[src/rtl/gpio_mmio_bank.sv]
// Memory-mapped GPIO bank: WIDTH pins with direction, atomic set/clear, synchronised inputs and edge interrupts.
// Optional input debouncing is enabled by defining GPIO_DEBOUNCE_EN.
module gpio_mmio_bank #(
    parameter logic [31:0] BASE_MEMORY = 32'hFFFF_FFE0,
    parameter int          WIDTH       = 8,
    parameter logic [31:0] OUT_RESET   = 32'h0000_0003,
    parameter int          SYNC_STAGES = 2
`ifdef GPIO_DEBOUNCE_EN
    ,
    parameter int          DEBOUNCE_CYCLES = 16
`endif
) (
    input  logic             clk,
    input  logic             rst_n,
    input  logic [31:0]      memAddress,
    input  logic [31:0]      memWriteData,
    input  logic             memWrite,
    input  logic [3:0]       byteMask,
    output logic [31:0]      memReadData,
    input  logic [WIDTH-1:0] gpio_in,
    output logic [WIDTH-1:0] gpio_out,
    output logic [WIDTH-1:0] gpio_oe,
    output logic             irq
);

    // Register byte k travels on bus byte 3-k in both directions.
    function automatic logic [31:0] lane_swap(input logic [31:0] w);
        return {w[7:0], w[15:8], w[23:16], w[31:24]};
    endfunction

    function automatic logic [31:0] zext(input logic [WIDTH-1:0] v);
        logic [31:0] r;
        r = 32'h0;
        r[WIDTH-1:0] = v;
        return r;
    endfunction

    logic [WIDTH-1:0] data_out_r, dir_r, irq_en_r, irq_edge_r, irq_status_r, prev_r;
    logic [WIDTH-1:0] sync_r [SYNC_STAGES];
    logic [31:0]      rd_data_r;

    logic [WIDTH-1:0] data_out_nxt_s, dir_nxt_s, irq_en_nxt_s, irq_edge_nxt_s, status_nxt_s;
    logic [WIDTH-1:0] w1c_s, edge_s, sync_s, in_s, wbits_s, wmask_s, wsel_s;
    logic [31:0]      offset_s, wdata_sw_s, mask32_s, rd_val_s, rd_nxt_s;
    logic             hit_s, wr_s, unused_s;
    logic [2:0]       idx_s;

    assign offset_s   = memAddress - BASE_MEMORY;
    assign hit_s      = (offset_s[31:5] == 27'd0);
    assign idx_s      = memAddress[4:2];
    assign wr_s       = hit_s & memWrite;
    assign wdata_sw_s = lane_swap(memWriteData);
    assign mask32_s   = {{8{byteMask[3]}}, {8{byteMask[2]}}, {8{byteMask[1]}}, {8{byteMask[0]}}};
    assign wbits_s    = wdata_sw_s[WIDTH-1:0];
    assign wmask_s    = mask32_s[WIDTH-1:0];
    assign wsel_s     = wbits_s & wmask_s;
    assign unused_s   = ^{offset_s[4:0], wdata_sw_s, mask32_s};

    assign sync_s = sync_r[SYNC_STAGES-1];

`ifdef GPIO_DEBOUNCE_EN
    localparam int CW = $clog2(DEBOUNCE_CYCLES + 1);
    logic [CW-1:0]    db_cnt_r [WIDTH];
    logic [WIDTH-1:0] stable_r;

    // Per-pin debounce: adopt the synchronised value only after it has differed for DEBOUNCE_CYCLES cycles.
    always_ff @(posedge clk or negedge rst_n) begin
        if (!rst_n) begin
            stable_r <= {WIDTH{1'b0}};
            for (int i = 0; i < WIDTH; i++) db_cnt_r[i] <= {CW{1'b0}};
        end else begin
            for (int i = 0; i < WIDTH; i++) begin
                if (sync_s[i] != stable_r[i]) begin
                    if (db_cnt_r[i] == CW'(DEBOUNCE_CYCLES - 1)) begin
                        stable_r[i] <= sync_s[i];
                        db_cnt_r[i] <= {CW{1'b0}};
                    end else begin
                        db_cnt_r[i] <= db_cnt_r[i] + CW'(1);
                    end
                end else begin
                    db_cnt_r[i] <= {CW{1'b0}};
                end
            end
        end
    end

    assign in_s = stable_r;
`else
    assign in_s = sync_s;
`endif

    assign edge_s = (irq_edge_r & prev_r & ~in_s) | (~irq_edge_r & ~prev_r & in_s);

    // Register write decode; SET/CLR act on DATA_OUT, index 7 produces W1C bits.
    always_comb begin
        data_out_nxt_s = data_out_r;
        dir_nxt_s      = dir_r;
        irq_en_nxt_s   = irq_en_r;
        irq_edge_nxt_s = irq_edge_r;
        w1c_s          = {WIDTH{1'b0}};
        if (wr_s) begin
            case (idx_s)
                3'd0:    data_out_nxt_s = (data_out_r & ~wmask_s) | wsel_s;
                3'd1:    dir_nxt_s      = (dir_r & ~wmask_s) | wsel_s;
                3'd3:    data_out_nxt_s = data_out_r | wsel_s;
                3'd4:    data_out_nxt_s = data_out_r & ~wsel_s;
                3'd5:    irq_en_nxt_s   = (irq_en_r & ~wmask_s) | wsel_s;
                3'd6:    irq_edge_nxt_s = (irq_edge_r & ~wmask_s) | wsel_s;
                3'd7:    w1c_s          = wsel_s;
                default: w1c_s          = {WIDTH{1'b0}};
            endcase
        end else begin
            w1c_s = {WIDTH{1'b0}};
        end
        // A fresh edge outranks a simultaneous clear.
        status_nxt_s = (irq_status_r & ~w1c_s) | edge_s;
    end

    // Read mux on pre-write register values.
    always_comb begin
        rd_val_s = 32'h0;
        case (idx_s)
            3'd0:    rd_val_s = zext(data_out_r);
            3'd1:    rd_val_s = zext(dir_r);
            3'd2:    rd_val_s = zext(in_s);
            3'd5:    rd_val_s = zext(irq_en_r);
            3'd6:    rd_val_s = zext(irq_edge_r);
            3'd7:    rd_val_s = zext(irq_status_r);
            default: rd_val_s = 32'h0;
        endcase
        if (hit_s) begin
            rd_nxt_s = lane_swap(rd_val_s);
        end else begin
            rd_nxt_s = 32'h0;
        end
    end

    // Synchroniser chain, previous-input register and all architectural registers.
    always_ff @(posedge clk or negedge rst_n) begin
        if (!rst_n) begin
            for (int s = 0; s < SYNC_STAGES; s++) sync_r[s] <= {WIDTH{1'b0}};
            prev_r       <= {WIDTH{1'b0}};
            data_out_r   <= OUT_RESET[WIDTH-1:0];
            dir_r        <= {WIDTH{1'b1}};
            irq_en_r     <= {WIDTH{1'b0}};
            irq_edge_r   <= {WIDTH{1'b0}};
            irq_status_r <= {WIDTH{1'b0}};
            rd_data_r    <= 32'h0;
        end else begin
            sync_r[0] <= gpio_in;
            for (int s = 1; s < SYNC_STAGES; s++) sync_r[s] <= sync_r[s-1];
            prev_r       <= in_s;
            data_out_r   <= data_out_nxt_s;
            dir_r        <= dir_nxt_s;
            irq_en_r     <= irq_en_nxt_s;
            irq_edge_r   <= irq_edge_nxt_s;
            irq_status_r <= status_nxt_s;
            rd_data_r    <= rd_nxt_s;
        end
    end

    assign memReadData = rd_data_r;
    assign gpio_out    = data_out_r;
    assign gpio_oe     = dir_r;
    assign irq         = |(irq_status_r & irq_en_r);

endmodule

[config.mk]
export PLATFORM = sky130hd
export DESIGN_NAME = gpio_mmio_bank
export DESIGN_NICKNAME = d
export VERILOG_FILES = /design/src/rtl/gpio_mmio_bank.sv
export SDC_FILE = /design/constraint.sdc
export NUM_CORES = 1
export LEC_CHECK = 0
export CAP_MARGIN = 10
export CORE_MARGIN = 3
export CORE_UTILIZATION = 30
export CTS_CLUSTER_DIAMETER = 200
export DETAILED_ROUTE_END_ITERATION = 10
export PLACE_DENSITY = 0.64
export SYNTH_ARGS = -nofsm -noshare
export SYNTH_HDL_FRONTEND = slang
export SYNTH_SLANG_ARGS = --single-unit
[constraint.sdc]
create_clock -name clk -period 3.75 [get_ports clk]
set_clock_uncertainty 0.2 [all_clocks]
set_input_delay 0.5625 -clock clk [delete_from_list [all_inputs] [get_ports clk]]
set_output_delay 0.5625 -clock clk [all_outputs]
set_load 0.01 [all_outputs]
After elaboration in Yosys (flattened, before gate mapping)
Cells that the tools add are included.
Storage, ports and cells
  memories kept: 0
  bits in registers: 96
  bits in read-only memories: 0
  bits in latches: 0
  memory bits (writable): 0
  bits of input ports: 79
  word-level logic and storage cells: 56
Operators by class
  add/sub/neg operators: 1
  divide/modulo/power cells: 0
  reductions and logical operators: 8
  equality and inequality tests: 7
  shifts and indexed selects: 0
  bitwise logic cells: 26
  multiplexer cells: 5
  magnitude comparators: 0
  multiply operators: 0
Operators by type and width (number)
  8-bit AND: 12
  8-bit bitwise OR: 7
  8-bit inverter: 6
  8-bit case mux with 6 select lines: 1
  32-bit two-way mux: 1
  32-bit subtractor, second input constant: 1
  27-bit logical NOT: 1
  8-bit case mux with 3 select lines: 1
  8-bit two-way mux: 2
  3-bit equality test, second input constant: 4
  2-bit AND reduction: 4
  8-bit OR reduction: 1
  3-bit by 2-bit equality test with 1-bit output, second input constant: 2
  3-bit by 1-bit equality test with 1-bit output, second input constant: 1
  3-bit logical NOT: 1
  3-bit nonzero test: 1
  1-bit AND: 1

Depth between registers and ports, before layout
Gate-level depths: netlist (run 1).
  word-level depth: 7
  gate-level depth with buffers: 6
  mapped depth without buffers: 4

Least setup slack after synthesis (run 1)
No wires, ideal clock.
  path kind: input-to-reg
  start point: input port memAddress[31]
  end point: register with a tool-made name
  cell stages on the path: 5
  setup time: 0.125 ns
  arrival time: 2.183 ns
  setup slack: 1.242 ns
  buffers on the path: 1
  cells stage by stage: nand4_1 > or4_1 > buf_2 > nor4_4 > mux2_2
RTL lines
  from (decl): RTL line 15  | input logic [31:0] memAddress,

Worst setup path in the final report (run 1)
  start point: input port memAddress[15]
  end point: register irq_status_r[6]
Between the ends
  cells in the longest elaborated chain, start to end: 7
Ends and longest elaborated chain
  32-bit subtractor: RTL line 48  | assign offset_s = memAddress - BASE_MEMORY;
  27-bit logical NOT: RTL line 49  | assign hit_s = (offset_s[31:5] == 27'd0);
  1-bit AND: RTL line 51  | assign wr_s = hit_s & memWrite;
  8-bit two-way mux: RTL line 101  | if (wr_s) begin
  8-bit inverter: RTL line 116  | status_nxt_s = (irq_status_r & ~w1c_s) | edge_s;
  8-bit AND: RTL line 116
  8-bit bitwise OR: RTL line 116
  via status_nxt_s[6]: RTL line 42  | logic [WIDTH-1:0] data_out_nxt_s, dir_nxt_s, irq_en_nxt_s, irq_edge_nxt_s, status_nxt_s;
  to (signal assigned): RTL line 147  | irq_status_r <= {WIDTH{1'b0}};
  to (signal assigned): RTL line 157  | irq_status_r <= status_nxt_s;
  to (decl): RTL line 38  | logic [WIDTH-1:0] data_out_r, dir_r, irq_en_r, irq_edge_r, irq_status_r, prev_r;
The timed path passes the listed nets, and every way through them passes these cells.
A chain may end at the register's enable or synchronous reset.

==> flow_summary.ini, run 1 <==
[route]
finalWirelength_um = 8550
post_drt_wl_per_cell_um = 16.5
drt_first_pass_iters = 5
via_per_inst = 5.06
drt_iter0_markers = 110
vias = 2625
drc = 0
ant_nets = 0

[synthesis]
synthArstFlopShare = 1.00
avgSynthCellArea_um2 = 11.5
yosys.cell_count.top_type = dfrtp_1
synth_edf_count = 0
syn_area_um2 = 3430
synth-seq-cells = 72
yosysSeqAreaShare = 0.529
synth_flop_cell = dfrtp_1
synth_common_cells = dfrtp_1, mux2_2, buf_4
yosysUniqueCellTypes = 36
syn_inst = 297
synth_top_area_share = 0.453
synth.largest_area_cell = dfrtp_1
yosys-top-cells-area = dfrtp_1, mux2_2, dfstp_2, buf_4, a22oi_1
yosysWarnings = 0

[clock_network]
cts-root-buf = clkbuf_16
cts.repair.resized = 0
cts_tree = done
post-cts-setup-buffer-count = 0
insertion_delay_ps = 330
h-tree-depth = 3
cts_buffers = 9
cts_sinks = 72
clk_pin_slew_ps = 60
hold_buffers = 0
clock_path_buffers = 2

[worst_setup_path]
crit_arrival_ps = 2910
r2r-start = gpio_out[1]
r2r_slack_ps = 2320
start_kind = primary input
cp-end-kind = flip-flop
worstRegToRegCells = 4
r2r-end = memReadData[25]
worstPathRequired_ps = 3760
crit_path_cell_trace = clkdlybuf4s50_1, nand4_1, or4_1, or3_1, a211o_1
cp_slowest_cell = or4_1
path_class = primary input to flip-flop
max_stage_delay_ps = 760
worstPathMaxFanout = 8

[power_and_ir_drop]
p_comb_frac = 0.119
switching_share = 0.221
clockPowerShare = 0.466
p_seq_frac = 0.414
switchingPower_uw = 450
p_leak_nw = 1.99
ir_worst_vdd_uv = 245
power_density_nw_per_um2 = 444
p_int_mw = 1.59

[grt]
grt_pass1_wl_um = 13400
antenna_found_initial = 0
gr-total-overflow = 0
grt_pass1_vias = 2582
track_usage = 0.135
grt_max_degree = 39

[floorplan]
die-area_um2 = 12700
start_util = 0.312
pin_count = 128
rows = 38
core_area_um2 = 11000
die_h_um = 113
chipWidth_um = 113

[sta]
rsz0062_at_grt = false
max_clock_freq_mhz = 345
worstMarginPinSlew_ps = 830
final_hold_viol_count = 0
min_period_over_period = 0.773
slew_viol_final = 0
holdWs_ps = 128
fin_crit_ps = 2900
fin_tns_setup_ps = 0
maxSlewHeadroom = 0.446
setup_violations = 0

[placed_design]
gp_congestion = 0.814
numPlacedInstances = 503
place_hpwl_um = 6050
port_buffers = 74

[finish]
diodes = 0
drive_above_1_share = 0.190
nets = 453
stdcell_count = 519
area_growth_syn_to_layout_pct = 34.1

[run_status]
outcome = completed

[job]
drv_cap = 0

[hold_path]
hold_path.class = primary input to async pin
[metal layers]
| layer | vias to the layer above | share of wire | routed length, um | track usage |
|---|---|---|---|---|
| met5 | - | 0 | 0 | 0 |
| met4 | 0 | 0.018 | 155 | 0.0457 |
| met3 | 15 | 0.078 | 670 | 0.0439 |
| met2 | 117 | 0.46 | 3910 | 0.218 |
| met1 | 1285 | 0.45 | 3810 | 0.172 |
| li1 | 1208 | - | - | - |
[per-stage QoR]
stage | setup WS [ps] | power, mW | util | area, um2
after floorplan | 1240 | 0.978 | - | 3510
after detailed placement | 493 | 1.10 | 0.387 | 4250
after global placement | 524 | 1.10 | 0.387 | 4250
final | 853 | 2.04 | 0.418 | 4600
after CTS | 844 | 2.06 | 0.418 | 4600
after global routing | 791 | 2.12 | 0.418 | 4600
[worst max-delay path: cells and delay by family]
| kind | cells | cell delay [ps] |
|---|---|---|
| and+or+nand+nor | 3 | 1530 |
| buffers and inverters | 1 | 460 |
| AOI/OAI and AO/OA | 1 | 350 |
[worst max path at each step]
stage,slack (ps),cells after the start,to,from
2_1_floorplan,1240,5,flip-flop,memAddress[31]
3_3_place_gp,520,5,irq_status_r[6],memAddress[25]
3_5_place_dp,490,5,irq_status_r[7],memAddress[15]
4_1_cts,840,5,irq_status_r[6],memAddress[14]
5_1_grt,790,5,irq_status_r[7],memAddress[14]
6_report,850,5,irq_status_r[6],memAddress[15]
[kinds of logic (layout without fill, tap and decap cells)]
logic type,count (synthesis),after routing,share of synthesized area
buf+inv,46,105,0.0774
mux,38,38,0.123
other cells,1,24,0.00109
simple gates,79,79,0.139
compound gates,61,61,0.131
flops,72,72,0.529
[layout by cell type (no fill, tap or decap), types with 2 or more instances in the layout]
master | synthesis | layout
bufinv_16 | 0 | 2
nor2_1 | 13 | 13
conb_1 | 1 | 24
a21o_1 | 6 | 6
a31oi_1 | 7 | 7
dfrtp_1 | 62 | 62
a211o_1 | 2 | 2
nor2b_1 | 3 | 3
nand3_1 | 5 | 5
clkinvlp_4 | 0 | 2
nand4_1 | 11 | 11
buf_4 | 24 | 6
a211oi_1 | 11 | 11
inv_1 | 8 | 8
o22a_1 | 2 | 2
and3_1 | 8 | 8
mux2i_1 | 6 | 6
nand2_1 | 19 | 19
nor4_4 | 2 | 2
clkbuf_8 | 0 | 3
a221o_1 | 8 | 8
a21oi_1 | 2 | 2
nor3_4 | 2 | 2
or3_1 | 2 | 2
o21ai_0 | 9 | 9
clkbuf_16 | 0 | 9
nor3b_1 | 8 | 8
mux2_2 | 32 | 32
a22oi_1 | 13 | 13
dfstp_2 | 10 | 10
clkdlybuf4s50_1 | 0 | 73
[area by class of cell]
cell class / count / area (um2)
clock buffers: 12 / 267
clock inverters: 4 / 75.1
flip-flops and latches: 72 / 1810
fillers: 1055 / 6390
multi-input cells: 202 / 1430
well taps: 140 / 175
inverters: 8 / 30.0
repair buffers: 81 / 801
[power groups by stage]
stage	logic [mW]	clock network (mW)	registers [mW]
after detailed placement	0.245	0	0.858
after global routing	0.267	1.00	0.849
after floorplan	0.118	0	0.860
after global placement	0.242	0	0.857
after CTS	0.247	0.969	0.845
final	0.243	0.951	0.845
(Power assumes the default switching activity.)
==> run 2: changes to the inputs <==
Settings changed: PLACE_DENSITY 0.64 to 0.66.
Clock period 3.75 ns to 2.5 ns, I/O delays scaled along.
==> run 2 against run 1 <==
Against the previous run:
- first-iteration DRC count grew 24%
- clock power increased by 44%
- non-clock buffer count is 31 higher
- sequential cell count did not move
- combinational power grew 60%
- utilization increased by 2.7 points
- die area unchanged
- cell count rose by 6.0%
- critical path type unchanged
- sequential power grew 50%
- critical path depth is 2 higher
- power is 48% higher
- global-route usage increased by 1.2 points
==> flow_summary.ini, run 2 (synthesis results as in run 1) <==
[run_status]
outcome = completed

[worst_setup_path]
r2r-end = memReadData[30]
worstRegToRegCells = 4
path_class = primary input to flip-flop
start_kind = primary input
cp-end-kind = flip-flop
crit_arrival_ps = 2470
worstPathRequired_ps = 2510
worstPathMaxFanout = 4
startpoint = memAddress[7]
r2r_slack_ps = 1070

[power_and_ir_drop]
ir_worst_vdd_uv = 386
p_leak_nw = 2.22
power_density_nw_per_um2 = 618
p_int_mw = 2.34
switchingPower_uw = 690
clockPowerShare = 0.451
power_mw = 3.02
switching_share = 0.228
p_comb_frac = 0.128
p_seq_frac = 0.420

[clock_network]
cts_tree = done
cts_buffers = 9
cts-root-buf = clkbuf_16
cts_sinks = 72
clk_pin_slew_ps = 60
clock_path_buffers = 2
h-tree-depth = 3
insertion_delay_ps = 330

[floorplan]
core_area_um2 = 11000
die-area_um2 = 12700
rows = 38
chipWidth_um = 113
pin_count = 128
die_h_um = 113
start_util = 0.312

[route]
drc = 0
finalWirelength_um = 9310
via_per_inst = 4.98
drt_first_pass_iters = 5
drt_iter0_markers = 136
ant_nets = 0
post_drt_wl_per_cell_um = 16.9
vias = 2737

[placed_design]
place_hpwl_um = 6790
numPlacedInstances = 532
post_dp_cell_area_um2 = 4480
port_buffers = 74
gp_congestion = 0.871

[finish]
area_growth_syn_to_layout_pct = 42.8
final_cell_mix = clkdlybuf4s50_1, dfrtp_1, buf_4
drive_above_1_share = 0.254
diodes = 0
postLayoutCellArea_um2 = 4890
nets = 484
fill_cells = 1013
final_common_cell = clkdlybuf4s50_1
stdcell_count = 550

[hold_path]
worstHoldStart = sync_r[9]
whs_endpoint = in_s[1]
hold_path.class = flip-flop to flip-flop
hold_path_depth = 0

[sta]
rsz0062_at_grt = false
max_clock_freq_mhz = 408
fin_tns_setup_ps = 0
worstMarginPinSlew_ps = 732
min_period_over_period = 0.981
holdWs_ps = 143
final_hold_viol_count = 0
setup_violations = 0
fin_crit_ps = 2450
maxSlewHeadroom = 0.512
slew_viol_final = 0

[grt]
antenna_found_initial = 0
gr-total-overflow = 0
grt_pass1_vias = 2824
grt_pass1_wl_um = 14800
track_usage = 0.147
grt_max_degree = 32

[job]
drv_cap = 0
run 2: cell count changes in the layout (fill, tap and decap cells not counted), sizes merged:
cell / previous run / this run
buf: 8 / 38
clkdlybuf4s50: 73 / 65
dlymetal6s2s: 0 / 8
clkinv: 0 / 3
clkbuf: 12 / 10
clkinvlp: 2 / 1
dlygate4sd3: 0 / 1
run 2: worst max-delay path, cell delays in order:
cell and delay, ps:
clkdlybuf4s50_1 470, nand4_1 120, or4_4 540, buf_6 140, nor4_4 310, buf_6 190
mux2_4 300
run 2: what timing repair did:
action,in CTS,in global routing
resized for setup,1,20
endpoints found under the hold margin,23,0
buffers inserted,1,0
gates cloned,0,0
setup endpoints to repair,9,8
hold buffers,1,0
pin swaps,3,4
run 2: layout make-up:
class / count / area [um2] / share of cell area
Sequential cell: 72 / 1810 / 0.371
Multi-Input combinational cell: 202 / 1470 / 0.301
Timing Repair Buffer: 112 / 1080 / 0.221
Clock buffer: 10 / 239 / 0.0488
Tap cell: 140 / 175 / 0.0358
Clock inverter: 6 / 82.6 / 0.0169
Inverter: 8 / 30.0 / 0.00614
run 2: how the worst max path moves through the flow:
stage / slack, ps / endpoint
floorplan: 180 / flip-flop
global placement: -360 / flip-flop
detailed placement: -430 / flip-flop
CTS: 20 / flip-flop
global route: 0.6 / flip-flop
finish: 50 / flip-flop
run 2: metal layers:
metal  part of all wire  track usage  vias to the layer above
li1                   -            -                     1277
met1               0.44        0.190                     1332
met2               0.47        0.241                      118
met3              0.076       0.0460                       10
met4              0.012       0.0401                        0
met5                  0            0                        -
run 2: power by group through the flow:
stage	clock network [mW]	logic, mW	registers [mW]
floorplan	0	0.177	1.29
finish	1.37	0.388	1.27
global placement	0	0.378	1.29
detailed placement	0	0.387	1.29
global route	1.45	0.418	1.28
CTS	1.40	0.391	1.27
run 2: metrics by stage:
stage / util / worst slack (ps)
after floorplan: - / 179
after global placement: 0.408 / -365
after detailed placement: 0.408 / -432
after CTS: 0.440 / 21.5
after global routing: 0.446 / 0.568
final: 0.446 / 48.0
==> run 3: changes to the inputs <==
Settings changed: CAP_MARGIN 10 to 20.
==> results of run 3 <==
Final layout, timing and power as in run 2 (identical DEF).
